**config.mk**
```make
export PLATFORM = sky130hd
export DESIGN_NAME = tod_clock_counter_flat
export DESIGN_NICKNAME = d
export VERILOG_FILES = /design/src/rtl/tod_clock_counter_pkg.sv /design/src/rtl/tod_clock_counter_if.sv /design/src/rtl/tod_clock_counter_wrap.sv /design/src/rtl/tod_clock_counter.sv /design/src/flat_wrapper.sv
export SDC_FILE = /design/constraint.sdc
export NUM_CORES = 1
export LEC_CHECK = 0
export BUFFER_PORTS_ARGS = -buffer_cell sky130_fd_sc_hd__buf_2
export CAP_MARGIN = 20
export CORE_MARGIN = 5
export CORE_UTILIZATION = 30
export DETAILED_ROUTE_END_ITERATION = 8
export GPL_TIMING_DRIVEN = 0
export SYNTH_ARGS = -nofsm -noshare
export SYNTH_HDL_FRONTEND = slang
export SYNTH_HIERARCHICAL = 1
export SYNTH_SLANG_ARGS = --single-unit
export TNS_END_PERCENT = 5
```
**constraint.sdc**
```tcl
create_clock -name clk -period 2.9 [get_ports clk]
set_input_delay 0.145 -clock clk [delete_from_list [all_inputs] [get_ports clk]]
set_output_delay 0.145 -clock clk [all_outputs]
set_load 0.05 [all_outputs]
```
**src/rtl/tod_clock_counter_pkg.sv**
```systemverilog
// Shared constants, field widths and the packed time-of-day record.
// Also holds the 24h -> 12h hour presentation helper.
// Imported by the interface, the wrap counter users and the top.
package tod_pkg;

  localparam int SEC_MAX  = 59;
  localparam int MIN_MAX  = 59;
  localparam int HOUR_MAX = 23;

  localparam int HOUR_W = 5;
  localparam int MIN_W  = 6;
  localparam int SEC_W  = 6;

  typedef struct packed {
    logic [HOUR_W-1:0] hour;
    logic [MIN_W-1:0]  min;
    logic [SEC_W-1:0]  sec;
  } tod_t;

  // 24h hour to 12h presentation: 0 -> 12, 13..23 -> 1..11, others unchanged.
  function automatic logic [HOUR_W-1:0] hour_12h(input logic [HOUR_W-1:0] h);
    logic [HOUR_W-1:0] r;
    r = h;
    if (h == '0) begin
      r = HOUR_W'(12);
    end else if (h > HOUR_W'(12)) begin
      r = h - HOUR_W'(12);
    end
    return r;
  endfunction

endpackage

```
**src/rtl/tod_clock_counter_if.sv**
```systemverilog
// Control and time-of-day bus between a controller and tod_clock_counter.
// master drives run/set/mode (and alarm config); slave drives the time outputs.
// Alarm signals exist only when TOD_ALARM_EN is defined.
interface tod_clock_counter_if #(
  parameter int SUB_W = 26
) ();
  import tod_pkg::*;

  logic              en;
  logic              set_valid;
  logic [HOUR_W-1:0] set_hours;
  logic [MIN_W-1:0]  set_minutes;
  logic [SEC_W-1:0]  set_seconds;
  logic              mode_12h;
  logic [HOUR_W-1:0] hours;
  logic              pm;
  logic [MIN_W-1:0]  minutes;
  logic [SEC_W-1:0]  seconds;
  logic [SUB_W-1:0]  subsec;
  logic              sec_tick;
  logic              day_tick;
  logic              set_err;
`ifdef TOD_ALARM_EN
  logic [HOUR_W-1:0] alarm_hours;
  logic [MIN_W-1:0]  alarm_minutes;
  logic              alarm_clr;
  logic              alarm_hit;

  modport master (
    output en, set_valid, set_hours, set_minutes, set_seconds, mode_12h,
    output alarm_hours, alarm_minutes, alarm_clr,
    input  hours, pm, minutes, seconds, subsec, sec_tick, day_tick, set_err,
    input  alarm_hit
  );

  modport slave (
    input  en, set_valid, set_hours, set_minutes, set_seconds, mode_12h,
    input  alarm_hours, alarm_minutes, alarm_clr,
    output hours, pm, minutes, seconds, subsec, sec_tick, day_tick, set_err,
    output alarm_hit
  );
`else
  modport master (
    output en, set_valid, set_hours, set_minutes, set_seconds, mode_12h,
    input  hours, pm, minutes, seconds, subsec, sec_tick, day_tick, set_err
  );

  modport slave (
    input  en, set_valid, set_hours, set_minutes, set_seconds, mode_12h,
    output hours, pm, minutes, seconds, subsec, sec_tick, day_tick, set_err
  );
`endif

endinterface

```
**src/rtl/tod_clock_counter_wrap.sv**
```systemverilog
// Modulo-(MAX+1) counter with load; carry flags an increment out of MAX.
// Latency: count updates on the edge after inc/load; carry is combinational.
// Load has priority over inc; no backpressure.
module tod_wrap_counter #(
  parameter int MAX = 59,
  parameter int W   = 6
) (
  input  logic         clk,
  input  logic         reset,
  input  logic         inc,
  input  logic         load,
  input  logic [W-1:0] load_val,
  output logic [W-1:0] count,
  output logic         carry
);

  assign carry = inc && (count == W'(MAX));

  // Load wins over increment; increment wraps MAX back to zero.
  always_ff @(posedge clk or posedge reset) begin
    if (reset) begin
      count <= '0;
    end else if (load) begin
      count <= load_val;
    end else if (inc) begin
      count <= carry ? '0 : count + 1'b1;
    end
  end

endmodule

```
**src/rtl/tod_clock_counter.sv**
```systemverilog
// Time-of-day counter: sub-second cycle count cascading into hh:mm:ss, optional alarm (TOD_ALARM_EN).
// Latency: counts and tick/err pulses register on the edge after the cause; hours/pm decode is combinational.
// No backpressure: a set is accepted every cycle and overrides that cycle's increment.
module tod_clock_counter
  import tod_pkg::*;
#(
  parameter int CLK_HZ = 50_000_000,
  parameter int SUB_W  = $clog2(CLK_HZ)
) (
  input  logic               clk,
  input  logic               reset,
  tod_clock_counter_if.slave bus
);

  if (CLK_HZ < 2) begin : g_clk_hz_check
    $error("tod_clock_counter: CLK_HZ must be at least 2");
  end

  logic [SUB_W-1:0]  subsec;
  logic [SEC_W-1:0]  sec_cnt;
  logic [MIN_W-1:0]  min_cnt;
  logic [HOUR_W-1:0] hour_cnt;
  logic              set_ok;
  logic              sub_wrap;
  logic              sec_inc;
  logic              sec_carry;
  logic              min_carry;
  logic              hour_carry;
  logic              sec_tick;
  logic              day_tick;
  logic              set_err;
  tod_t              now;
  tod_t              load_val;

  // A set is only honoured when every field is in range.
  assign set_ok = bus.set_valid
               && (bus.set_hours   <= HOUR_W'(HOUR_MAX))
               && (bus.set_minutes <= MIN_W'(MIN_MAX))
               && (bus.set_seconds <= SEC_W'(SEC_MAX));

  assign sub_wrap = bus.en && (subsec == SUB_W'(CLK_HZ - 1));
  assign sec_inc  = sub_wrap && !set_ok;
  assign load_val = '{hour: bus.set_hours, min: bus.set_minutes, sec: bus.set_seconds};

  // Sub-second cycle counter; a valid set realigns the second boundary.
  always_ff @(posedge clk or posedge reset) begin
    if (reset) begin
      subsec <= '0;
    end else if (set_ok) begin
      subsec <= '0;
    end else if (bus.en) begin
      subsec <= sub_wrap ? '0 : subsec + 1'b1;
    end
  end

  tod_wrap_counter #(.MAX(SEC_MAX), .W(SEC_W)) u_sec (
    .clk      (clk),
    .reset    (reset),
    .inc      (sec_inc),
    .load     (set_ok),
    .load_val (load_val.sec),
    .count    (sec_cnt),
    .carry    (sec_carry)
  );

  tod_wrap_counter #(.MAX(MIN_MAX), .W(MIN_W)) u_min (
    .clk      (clk),
    .reset    (reset),
    .inc      (sec_carry),
    .load     (set_ok),
    .load_val (load_val.min),
    .count    (min_cnt),
    .carry    (min_carry)
  );

  tod_wrap_counter #(.MAX(HOUR_MAX), .W(HOUR_W)) u_hour (
    .clk      (clk),
    .reset    (reset),
    .inc      (min_carry),
    .load     (set_ok),
    .load_val (load_val.hour),
    .count    (hour_cnt),
    .carry    (hour_carry)
  );

  // One-cycle pulses, visible together with the counter values they describe.
  always_ff @(posedge clk or posedge reset) begin
    if (reset) begin
      sec_tick <= 1'b0;
      day_tick <= 1'b0;
      set_err  <= 1'b0;
    end else begin
      sec_tick <= sec_inc;
      day_tick <= hour_carry;
      set_err  <= bus.set_valid && !set_ok;
    end
  end

  assign now = '{hour: hour_cnt, min: min_cnt, sec: sec_cnt};

  assign bus.subsec   = subsec;
  assign bus.seconds  = now.sec;
  assign bus.minutes  = now.min;
  assign bus.hours    = bus.mode_12h ? hour_12h(now.hour) : now.hour;
  assign bus.pm       = (now.hour >= HOUR_W'(12));
  assign bus.sec_tick = sec_tick;
  assign bus.day_tick = day_tick;
  assign bus.set_err  = set_err;

`ifdef TOD_ALARM_EN
  logic [MIN_W-1:0]  min_next;
  logic [HOUR_W-1:0] hour_next;
  logic              alarm_fire;
  logic              alarm_hit;

  // Minute/hour values that take effect on the same edge as a seconds rollover.
  assign min_next   = min_carry ? '0 : min_cnt + 1'b1;
  assign hour_next  = hour_carry ? '0 : (min_carry ? hour_cnt + 1'b1 : hour_cnt);
  assign alarm_fire = sec_carry
                   && (min_next == bus.alarm_minutes)
                   && (hour_next == bus.alarm_hours);

  // Sticky alarm flag; a firing alarm beats a same-cycle clear.
  always_ff @(posedge clk or posedge reset) begin
    if (reset) begin
      alarm_hit <= 1'b0;
    end else if (alarm_fire) begin
      alarm_hit <= 1'b1;
    end else if (bus.alarm_clr) begin
      alarm_hit <= 1'b0;
    end
  end

  assign bus.alarm_hit = alarm_hit;
`endif

endmodule

```
**src/flat_wrapper.sv**
```systemverilog
// flat-port wrapper written by rule: the top's interface ports become plain ports
module tod_clock_counter_flat import tod_pkg::*;
#(
  parameter int CLK_HZ = 50_000_000,
  parameter int SUB_W  = $clog2(CLK_HZ)
)
  (clk, reset, bus_en, bus_set_valid, bus_set_hours, bus_set_minutes, bus_set_seconds, bus_mode_12h, bus_hours, bus_pm, bus_minutes, bus_seconds, bus_subsec, bus_sec_tick, bus_day_tick, bus_set_err);
  tod_clock_counter_if #(.SUB_W(SUB_W)) bus_i ();
  input  logic clk;
  input  logic reset;
  input wire logic [$bits(bus_i.en)-1:0] bus_en;
  input wire logic [$bits(bus_i.set_valid)-1:0] bus_set_valid;
  input wire logic [$bits(bus_i.set_hours)-1:0] bus_set_hours;
  input wire logic [$bits(bus_i.set_minutes)-1:0] bus_set_minutes;
  input wire logic [$bits(bus_i.set_seconds)-1:0] bus_set_seconds;
  input wire logic [$bits(bus_i.mode_12h)-1:0] bus_mode_12h;
  output wire logic [$bits(bus_i.hours)-1:0] bus_hours;
  output wire logic [$bits(bus_i.pm)-1:0] bus_pm;
  output wire logic [$bits(bus_i.minutes)-1:0] bus_minutes;
  output wire logic [$bits(bus_i.seconds)-1:0] bus_seconds;
  output wire logic [$bits(bus_i.subsec)-1:0] bus_subsec;
  output wire logic [$bits(bus_i.sec_tick)-1:0] bus_sec_tick;
  output wire logic [$bits(bus_i.day_tick)-1:0] bus_day_tick;
  output wire logic [$bits(bus_i.set_err)-1:0] bus_set_err;
  assign bus_i.en = bus_en;
  assign bus_i.set_valid = bus_set_valid;
  assign bus_i.set_hours = bus_set_hours;
  assign bus_i.set_minutes = bus_set_minutes;
  assign bus_i.set_seconds = bus_set_seconds;
  assign bus_i.mode_12h = bus_mode_12h;
  assign bus_hours = bus_i.hours;
  assign bus_pm = bus_i.pm;
  assign bus_minutes = bus_i.minutes;
  assign bus_seconds = bus_i.seconds;
  assign bus_subsec = bus_i.subsec;
  assign bus_sec_tick = bus_i.sec_tick;
  assign bus_day_tick = bus_i.day_tick;
  assign bus_set_err = bus_i.set_err;
  tod_clock_counter #(.CLK_HZ(CLK_HZ), .SUB_W(SUB_W)) u_core (.clk(clk), .reset(reset), .bus(bus_i));
endmodule
```
# After elaboration in Yosys (flattened, before gate mapping)
# Cells that the tools add are included.
# totals
reg_bits	46
latch_bits	0
ramBits	0
romBits	0
in_bits	22
wordCells	51
memories	0
# op_classes
addsub	5
n_mul	0
n_div	0
magnitude_cmp	5
eq_ne	4
shift	0
n_mux	15
bitwise_logic	0
reduce_logical	15
# ops
cell	count
$mux W26	3
$mux W6	6
$mux W5	6
$add A26 B1 Y26 const B	1
$eq A26 B26 Y1 const B	1
$add A6 B1 Y6 const B	2
$eq A6 B6 Y1 const B	2
$le A6 B6 Y1 const B	2
$logic_and A1 B1 Y1	9
$reduce_bool A2 Y1	4
$add A5 B1 Y5 const B	1
$eq A5 B5 Y1 const B	1
$ge A5 B4 Y1 const B	1
$gt A5 B4 Y1 const B	1
$le A5 B5 Y1 const B	1
$logic_not A5 Y1	1
$sub A5 B4 Y5 const B	1
$logic_not A1 Y1	1

# Depth between registers and ports, before layout
# Gate-level depths: netlist (run 1).
# depth
ltp_word	12
depth_mapped	13

# Hierarchy
# Netlist (run 1), hierarchy kept.
# by_module_without_submodules
module	n_inst	cells_per_inst	area_per_inst_um2	seq_area_each_um2
tod_clock_counter	1	184	1766.7	725.7
tod_wrap_counter at u_core.u_min ...	2	42	374.1	150.1
tod_wrap_counter at u_core.u_hour	1	31	287.8	125.1

# Worst setup path before layout (run 1)
# OpenSTA, ideal clock, no wires.
# synth_path
path_kind	register -> register
startpoint	reg u_core.subsec[0] (netlist: u_core/bus.subsec[0])
endpoint	reg u_core.u_hour.count[4]
setup_time_ps	128
arrival_time_ps	3009
required_time_ps	2772
path_slack_ps	-236
path_stages_with_launch	14
n_path_buf	2
path_cell_list	dfrtp_1 -> ha_1 -> nand4_1 -> or4_4 -> nor3_1 -> buf_2 -> nand2_1 -> nor2_1 -> buf_2 -> nand2_1 -> nor2_1 -> nand3_1 -> mux2i_1 -> o21ai_0
# synth_between
elab_chain_len	9
word_cells_on_any_way	10
cone_classes	eq/ne (1); mux (3); reduce/logical (6)
# synth_lines
item	line	text
start: declaration	tod_clock_counter.sv:19	logic [SUB_W-1:0] subsec;
start signal: assignment	tod_clock_counter.sv:52	subsec <= sub_wrap ? '0 : subsec + 1'b1;
$eq A26 B26 Y1 (*)	tod_clock_counter.sv:41	assign sub_wrap = bus.en && (subsec == SUB_W'(CLK_HZ - 1));
$logic_and A1 B1 Y1 (*)	tod_clock_counter.sv:41	
$logic_and A1 B1 Y1 (*)	tod_clock_counter.sv:42	assign sec_inc = sub_wrap && !set_ok;
via u_core.sec_inc	tod_clock_counter.sv:25	logic sec_inc;
$logic_and A1 B1 Y1 (*)	tod_clock_counter_wrap.sv:17	assign carry = inc && (count == W'(MAX));
via u_core.sec_carry	tod_clock_counter.sv:26	logic sec_carry;
$logic_and A1 B1 Y1 (*)	tod_clock_counter_wrap.sv:17	
via u_core.min_carry	tod_clock_counter.sv:27	logic min_carry;
$logic_and A1 B1 Y1	tod_clock_counter_wrap.sv:17	
$mux W5	tod_clock_counter_wrap.sv:26	count <= carry ? '0 : count + 1'b1;
$mux W5	tod_clock_counter_wrap.sv:25	end else if (inc) begin
$mux W5	tod_clock_counter_wrap.sv:23	end else if (load) begin
end signal: assignment	tod_clock_counter_wrap.sv:24	count <= load_val;
end signal: assignment	tod_clock_counter_wrap.sv:26	
end: declaration	tod_clock_counter_wrap.sv:13	output logic [W-1:0] count,
# Mark *: on every way through the listed nets, which the timed path passes. The rest lies on a longest branch. The select of a mux whose other input is x is not followed.
# A chain may end at the register's enable or synchronous reset.

# Final worst setup path (run 1)
# layout_path
startpoint	reg u_core.subsec[0] (netlist: u_core/bus.subsec[0])
endpoint	reg u_core.u_hour.count[0]
# The elaborated chain is that of the path after synthesis.

==> qor.txt, run 1 <==
Multiplexer area fraction after synthesis: 2.143%
Clock sinks: 46
CTS Buf Count: 5
Row count: 35
DR DRC count: 0
Drt pass-1 iters: 4
Share of cells above drive strength 1: 31.52%
Hpwl dp: 5659 microns
Area delta synth->final: 26.29%
Final Wtd Congestion: 0.8467
H-tree Lvls: 2
Post-Synth Simple-Gate Area: 28.57%
Worst-Margin Slew: 505.4 ps
Top Family by Delay on Critical Path: simple AND/OR/NAND/NOR gates
Final Setup Violations: 0
Power Dens Cells: 447.0 mW/mm^2
Main combinational cell family by area after synthesis: simple AND/OR/NAND/NOR gates
CTS root buffer: clkbuf_8
Largest net degree at the start of global routing: 26
Hold Crit Class: input port to register
Post-synthesis xor/xnor area fraction: 1.563%
Gate Count Post-Synth: 299
Die Wd: 106.7 microns
Crit-path cells: ha_2, nand4_1, or4_4, nor3_4, buf_4, nand2_1, nor2_1, buf_4, nand2_2, nor2_4, buf_4, nor2_1, a22oi_1, o21ai_0
Max_cap viols: 0
Levels on crit path: 14
Post-place setup slack: -266.6 ps
Reg clk slew, reported paths: 90 ps
Synthesized area: 0.002803 sq mm
First-pass GRT wire length: 12850 microns
Slowest CP cell: or4_4
Status: finished clean
R2r worst-path depth: 14
Data required, critical path: 3070 ps
Synth Register Bits: 46
Avg Synthesized Cell Area: 9.374 sq um
Worst Path Arrival: 2920 ps
Syn Nets: 327
Synth unique cells: 50
Leakage: 0.001524 uW
Via Count: 2721
Vias in the first global route: 2579
DR WL/cell: 15.54 microns
Buf+Inv Stages, Crit Path: 3
Max Fclk: 0.3635 GHz
Layout fillers: 923
# port buffers: 68
Synth warn: 6
CTS tree: done
Final WS setup: 148.6 ps
GRT Overall Usage: 13.61%
TNS Setup: 0 ps
Detailed Route Iter0 Violations: 119
Adder-cell area share of the yosys netlist: 2.679%
Die Y: 106.7 microns
Rel. slew slack: 66.27%
Grt ovf: 0
Kind of critical path: register to register
Final worst path period share: 94.88%
Critical path's largest stage delay: 480 ps
Number of max-slew violations in the final report: 0
# IOs: 69
Vias per inst: 5.453
Tmin final: 2751 ps
Hold depth: 3
Die area: 0.01138 sq mm
Initial Util: 30.62%
Final Net Count: 414
Worst skew pair latency: 300 ps
Commonest non-fill, non-tap cell in the layout: buf_2
Startpoint Class: register
Initial antenna violation count: 1
Most frequent cells in the layout: buf_2 (71), dfrtp_1 (40), a21oi_1 (25), nand2_1 (24), o21ai_0 (18)
Maximum VDD drop: 260.1 uV
Routed WL: 7752 microns
Core Box Area: 0.009153 sq mm
Most used cell, CP: buf_4
Count of final hold-check violations: 0
Critical path peak fanout: 9
Skew final: 15.91 ps
CP endpoint kind: register
Antenna Nets Post-Route: 0
Worst-case clock buffer depth: 2
Post-synthesis sequential area ratio: 41.07%
Synth Area in Compound Gates: 19.60%
==> final cells by class <==
cell class                 instances  area, sq um  area share (%)
clock buffer                       6        72.57           2.050
multi-input combinational        228         1565           44.22
timing repair buffer              80        460.4           13.01
tap                              111        138.9           3.924
buffer                            14        86.33           2.439
sequential                        46         1159           32.73
antenna                            1        2.502         0.07070
inverter                          11        41.29           1.166
clock inverter                     2        13.76          0.3888
==> synthesized netlist by cell type (all sizes together) <==
| cell | n | share of area [%] |
|---|---|---|
| nand2 | 25 | 3.3 |
| and3 | 4 | 1.1 |
| nand4 | 14 | 3.7 |
| a31oi | 1 | 0.22 |
| o21bai | 1 | 0.40 |
| o31ai | 16 | 4.3 |
| or4b | 1 | 0.36 |
| a21bo | 1 | 0.36 |
| or4 | 17 | 5.0 |
| nor2b | 5 | 1.1 |
| o21ai | 19 | 3.4 |
| nor4b | 2 | 0.63 |
| nor3b | 1 | 0.27 |
| a41oi | 5 | 1.8 |
| or3b | 3 | 0.94 |
| a22oi | 1 | 0.27 |
| o211ai | 1 | 0.27 |
| nand3 | 18 | 3.4 |
| o41ai | 1 | 0.31 |
| o2111ai | 2 | 0.63 |
| inv | 11 | 1.5 |
| a2bb2oi | 4 | 1.2 |
| nand4b | 3 | 0.94 |
| nor3 | 1 | 0.18 |
| ha | 6 | 2.7 |
| o2bb2ai | 2 | 0.63 |
| nand2b | 4 | 0.89 |
| dfrtp | 46 | 41 |
| mux2i | 6 | 2.1 |
| o32a | 1 | 0.36 |
| o311ai | 1 | 0.31 |
| buf | 9 | 2.2 |
| and4 | 9 | 3.0 |
| a21oi | 27 | 5.1 |
| xor2 | 5 | 1.6 |
| clkbuf | 5 | 0.67 |
| and2 | 1 | 0.22 |
| nand3b | 3 | 0.80 |
| nor2 | 11 | 1.5 |
| or3 | 6 | 1.3 |
==> worst reg2reg max path, stage by stage, from the launching register on <==
cell     delay [ps]
dfrtp_2         390
ha_2            220
nand4_1         100
or4_4           480
nor3_4          140
buf_4           170
nand2_1         120
nor2_1          120
buf_4           170
nand2_2         100
nor2_4          180
buf_4           130
nor2_1           30
a22oi_1         140
o21ai_0         130
==> metal layers <==
layer  up-vias  part of all wire (%)  wire (microns)  track usage (%)
li1       1337                     -               -                -
met1      1306                    47            3677            18.74
met2        72                    46            3598            21.67
met3         6                   5.3             412            2.950
met4         0                  0.81              63            3.653
met5         -                     0               0                0
==> per-stage QoR <==
step / hold WS, ps / std cells / total power [uW] / utilization (%) / instance area (sq um)
floorplan: -76.48 / 299 / 1057 / - / 2813
finish: 55.10 / 499 / 1582 / 38.67 / 3540
global placement: 90.19 / 478 / 1170 / 35.97 / 3292
detailed placement: 95.06 / 479 / 1183 / 36.27 / 3319
CTS: 45.55 / 489 / 1589 / 37.59 / 3441
global route: 53.01 / 499 / 1665 / 38.67 / 3540
==> worst paths after layout <==
kind	start	to	slack [ps]
setup / recovery	u_core/bus.subsec[0]	u_core/u_hour/count[0]	150
setup reg to reg	u_core/bus.subsec[0]	u_core/u_hour/count[0]	150
min in group asynchronous	reset	u_core/u_hour/count[0]	310
hold reg to reg	u_core/bus.subsec[19]	u_core/bus.subsec[19]	590
hold / removal	bus_set_minutes[1]	u_core/u_min/count[1]	60
max in group asynchronous	reset	u_core/bus.subsec[0]	1960
==> sequential cells by signal, indices dropped and copies added (netlist names) <==
name                 count
u_core/bus.day_tick      1
u_core/bus.sec_tick      1
u_core/bus.set_err       1
u_core/bus.subsec       26
u_core/u_hour/count      5
u_core/u_min/count       6
u_core/u_sec/count       6
==> cell families after synthesis <==
group,count (synthesis)
muxes,6
DFF,46
adders and majority gates,6
AOI/OAI and AO/OA,83
and+or+nand+nor,128
xor gates and xnor gates,5
buffers and inverters,25
==> where the power goes <==
group / leakage, uW / switching, uW / internal [uW] / total [uW]
clock: 0.0000452 / 228 / 171 / 398
sequential: 0.000589 / 65.7 / 680 / 746
combinational: 0.000889 / 304 / 134 / 438
total: 0.00152 / 597 / 985 / 1580
==> repair_timing <==
| item | CTS | global route |
|---|---|---|
| pin swaps | 2 | 2 |
| gates cloned | 0 | 0 |
| endpoints found under the setup margin | 7 | 8 |
| buffers inserted | 1 | 8 |
| resized for setup | 5 | 6 |
| hold buffers | 1 | 0 |
| hold endpoints to repair | 26 | 0 |
(Power assumes the default switching activity.)
==> inputs of run 2 (changes only) <==
clock period = 2.5 ns   (was 2.9 ns; I/O delays follow)
==> qor.txt, run 2 (synthesis gave the netlist of run 1 again) <==
Reg power frac: 44.0%
Hpwl dp: 5788 microns
Hold depth: 3
Core Box Area: 0.009153 sq mm
CTS root buffer: clkbuf_8
Kind of critical path: register to output port
Max_cap viols: 0
Biggest register: u_core/bus.subsec
Number of max-slew violations in the final report: 0
Sw frac: 35.32%
Commonest non-fill, non-tap cell in the layout: buf_2
Hold wc startpoint: bus_set_seconds[1]
RSZ-0062 raised after global routing: true
Switching power: 699.5 uW
Grt ovf: 0
Die area: 0.01138 sq mm
Maximum VDD drop: 270.5 uV
Worst Path Arrival: 2290 ps
Combinational share of power: 26.5%
Fin cells: 508
First-pass GRT wire length: 13780 microns
Initial Util: 30.62%
Leading registers by flop count: u_core/bus.subsec: 26 flops, u_core/u_min/count: 6 flops, u_core/u_sec/count: 6 flops
CTS tree: done
Detailed Route Iter0 Violations: 156
Hold WS: 27.97 ps
Top Family by Delay on Critical Path: compound AO/OA/AOI/OAI gates
Placed cell count: 479
Share of cells above drive strength 1: 36.62%
Skew final: 7.139 ps
Vias per inst: 5.539
Final Setup Violations: 0
Buf+Inv Stages, Crit Path: 1
Critical path's largest stage delay: 490 ps
Clock network fraction of total power: 29.6%
Max Fclk: 0.4149 GHz
Int Pwr: 1281 uW
Reg clk slew, reported paths: 90 ps
Core Util, Final: 40.64%
Slowest CP cell: dfrtp_2
Routed WL: 8237 microns
H-tree Lvls: 2
Crit-path cells: ha_2, or3b_2, a31oi_2, a21oi_1, a21bo_2, clkbuf_4
FF-to-FF Start: u_core/bus.subsec[1]
Drt pass-1 iters: 5
Critical path peak fanout: 10
Initial antenna violation count: 1
R2R setup slack: 100 ps
Final Net Count: 423
Status: finished clean
Rel. slew slack: 59.04%
Most frequent cells in the layout: buf_2 (69), dfrtp_1 (32), a21oi_1 (25), nand2_1 (23), buf_4 (18)
Worst-case clock buffer depth: 2
Final Wtd Congestion: 0.8286
Vias in the first global route: 2740
Final worst path period share: 96.41%
CP endpoint kind: output port
R2r worst-path depth: 12
Worst reg2reg path endpoint: u_core/u_hour/count[3]
DR DRC count: 0
Largest register FFs: 26
Die Wd: 106.7 microns
Row count: 35
GRT Overall Usage: 14.68%
Hold EP: u_core/u_sec/count[1]
Largest net degree at the start of global routing: 26
Via Count: 2814
DR WL/cell: 16.21 microns
Area delta synth->final: 32.72%
CTS Buf Count: 5
Startpoint Class: register
Tmin final: 2410 ps
Die Y: 106.7 microns
# IOs: 69
Worst skew pair latency: 300 ps
Antenna Nets Post-Route: 0
Hold Crit Class: input port to register
Data required, critical path: 2380 ps
Leakage: 0.001606 uW
Clock sinks: 46
# port buffers: 68
Worst-Margin Slew: 613.7 ps
Count of final hold-check violations: 0
Power Dens Cells: 532.5 mW/mm^2
## run 2: layout make-up
type	instances	area, sq um
Antenna cell	1	2.502
Timing Repair Buffer	89	540.5
Buffer	14	93.84
Fill cell	911	5433
Tap cell	111	138.9
Sequential cell	46	1169
Multi-Input combinational cell	228	1618
Clock buffer	7	86.33
Inverter	11	41.29
Clock inverter	1	30.03
## run 2: worst max path at each step
| stage | from | endpoint | slack [ps] | depth (start not counted) |
|---|---|---|---|---|
| after global routing | u_core/bus.subsec[1] | u_core/u_hour/count[3] | -50 | 12 |
| after CTS | u_core/bus.subsec[1] | u_core/u_hour/count[3] | -50 | 12 |
| final | u_core/u_hour/count[2] | bus_hours[2] | 90 | 6 |
| after detailed placement | bus_set_minutes[3] | u_core/u_hour/count[2] | -540 | 14 |
| after floorplan | u_core/bus.subsec[0] | u_core/u_hour/count[4] | -210 | 13 |
| after global placement | bus_set_minutes[5] | u_core/u_hour/count[4] | -480 | 14 |
## run 2: routing by layer
layer	vias to the layer above	GRT usage, %	share of wire, %
li1	1350	-	-
met1	1371	19.95	47
met2	84	24.24	47
met3	9	2.589	4.8
met4	0	3.744	1.2
met5	-	0	0
## run 2: what timing repair did
action,in CTS,in global routing
pin swaps,8,8
setup endpoints to repair,14,13
endpoints found under the hold margin,29,0
hold buffers,1,0
cloned,0,0
resized for setup,19,11
setup buffers,15,3
## run 2: worst register-to-register path, cell delays in order (launching register included)
cell and delay, ps:
dfrtp_2 400, ha_4 140, nand4_1 90, or4_4 450
nor3_4 170, buf_6 140, nand2_4 50, nor2_4 90
buf_6 120, nand2_4 60, nor2_4 180, nand3b_1 150
o311ai_2 250
## run 2: metrics by stage
| stage | worst slack [ps] | total power (uW) | TNS, ps | cell area, sq um |
|---|---|---|---|---|
| floorplan | -208.4 | 1233 | -1301 | 2843 |
| global placement | -476.8 | 1366 | -3821 | 3322 |
| detailed placement | -543.2 | 1381 | -4426 | 3349 |
| CTS | -50.31 | 1997 | -91.79 | 3656 |
| global route | -49.52 | 2091 | -130.8 | 3720 |
| finish | 89.72 | 1981 | 0 | 3720 |
## run 2: power by group through the flow
stage                     logic [uW]  clock network (uW)  registers [uW]
after global placement           484                   0             883
after detailed placement         496                   0             885
after global routing             569                 638             884
final                            524                 586             871
after floorplan                  245                   0             988
after CTS                        519                 611             867
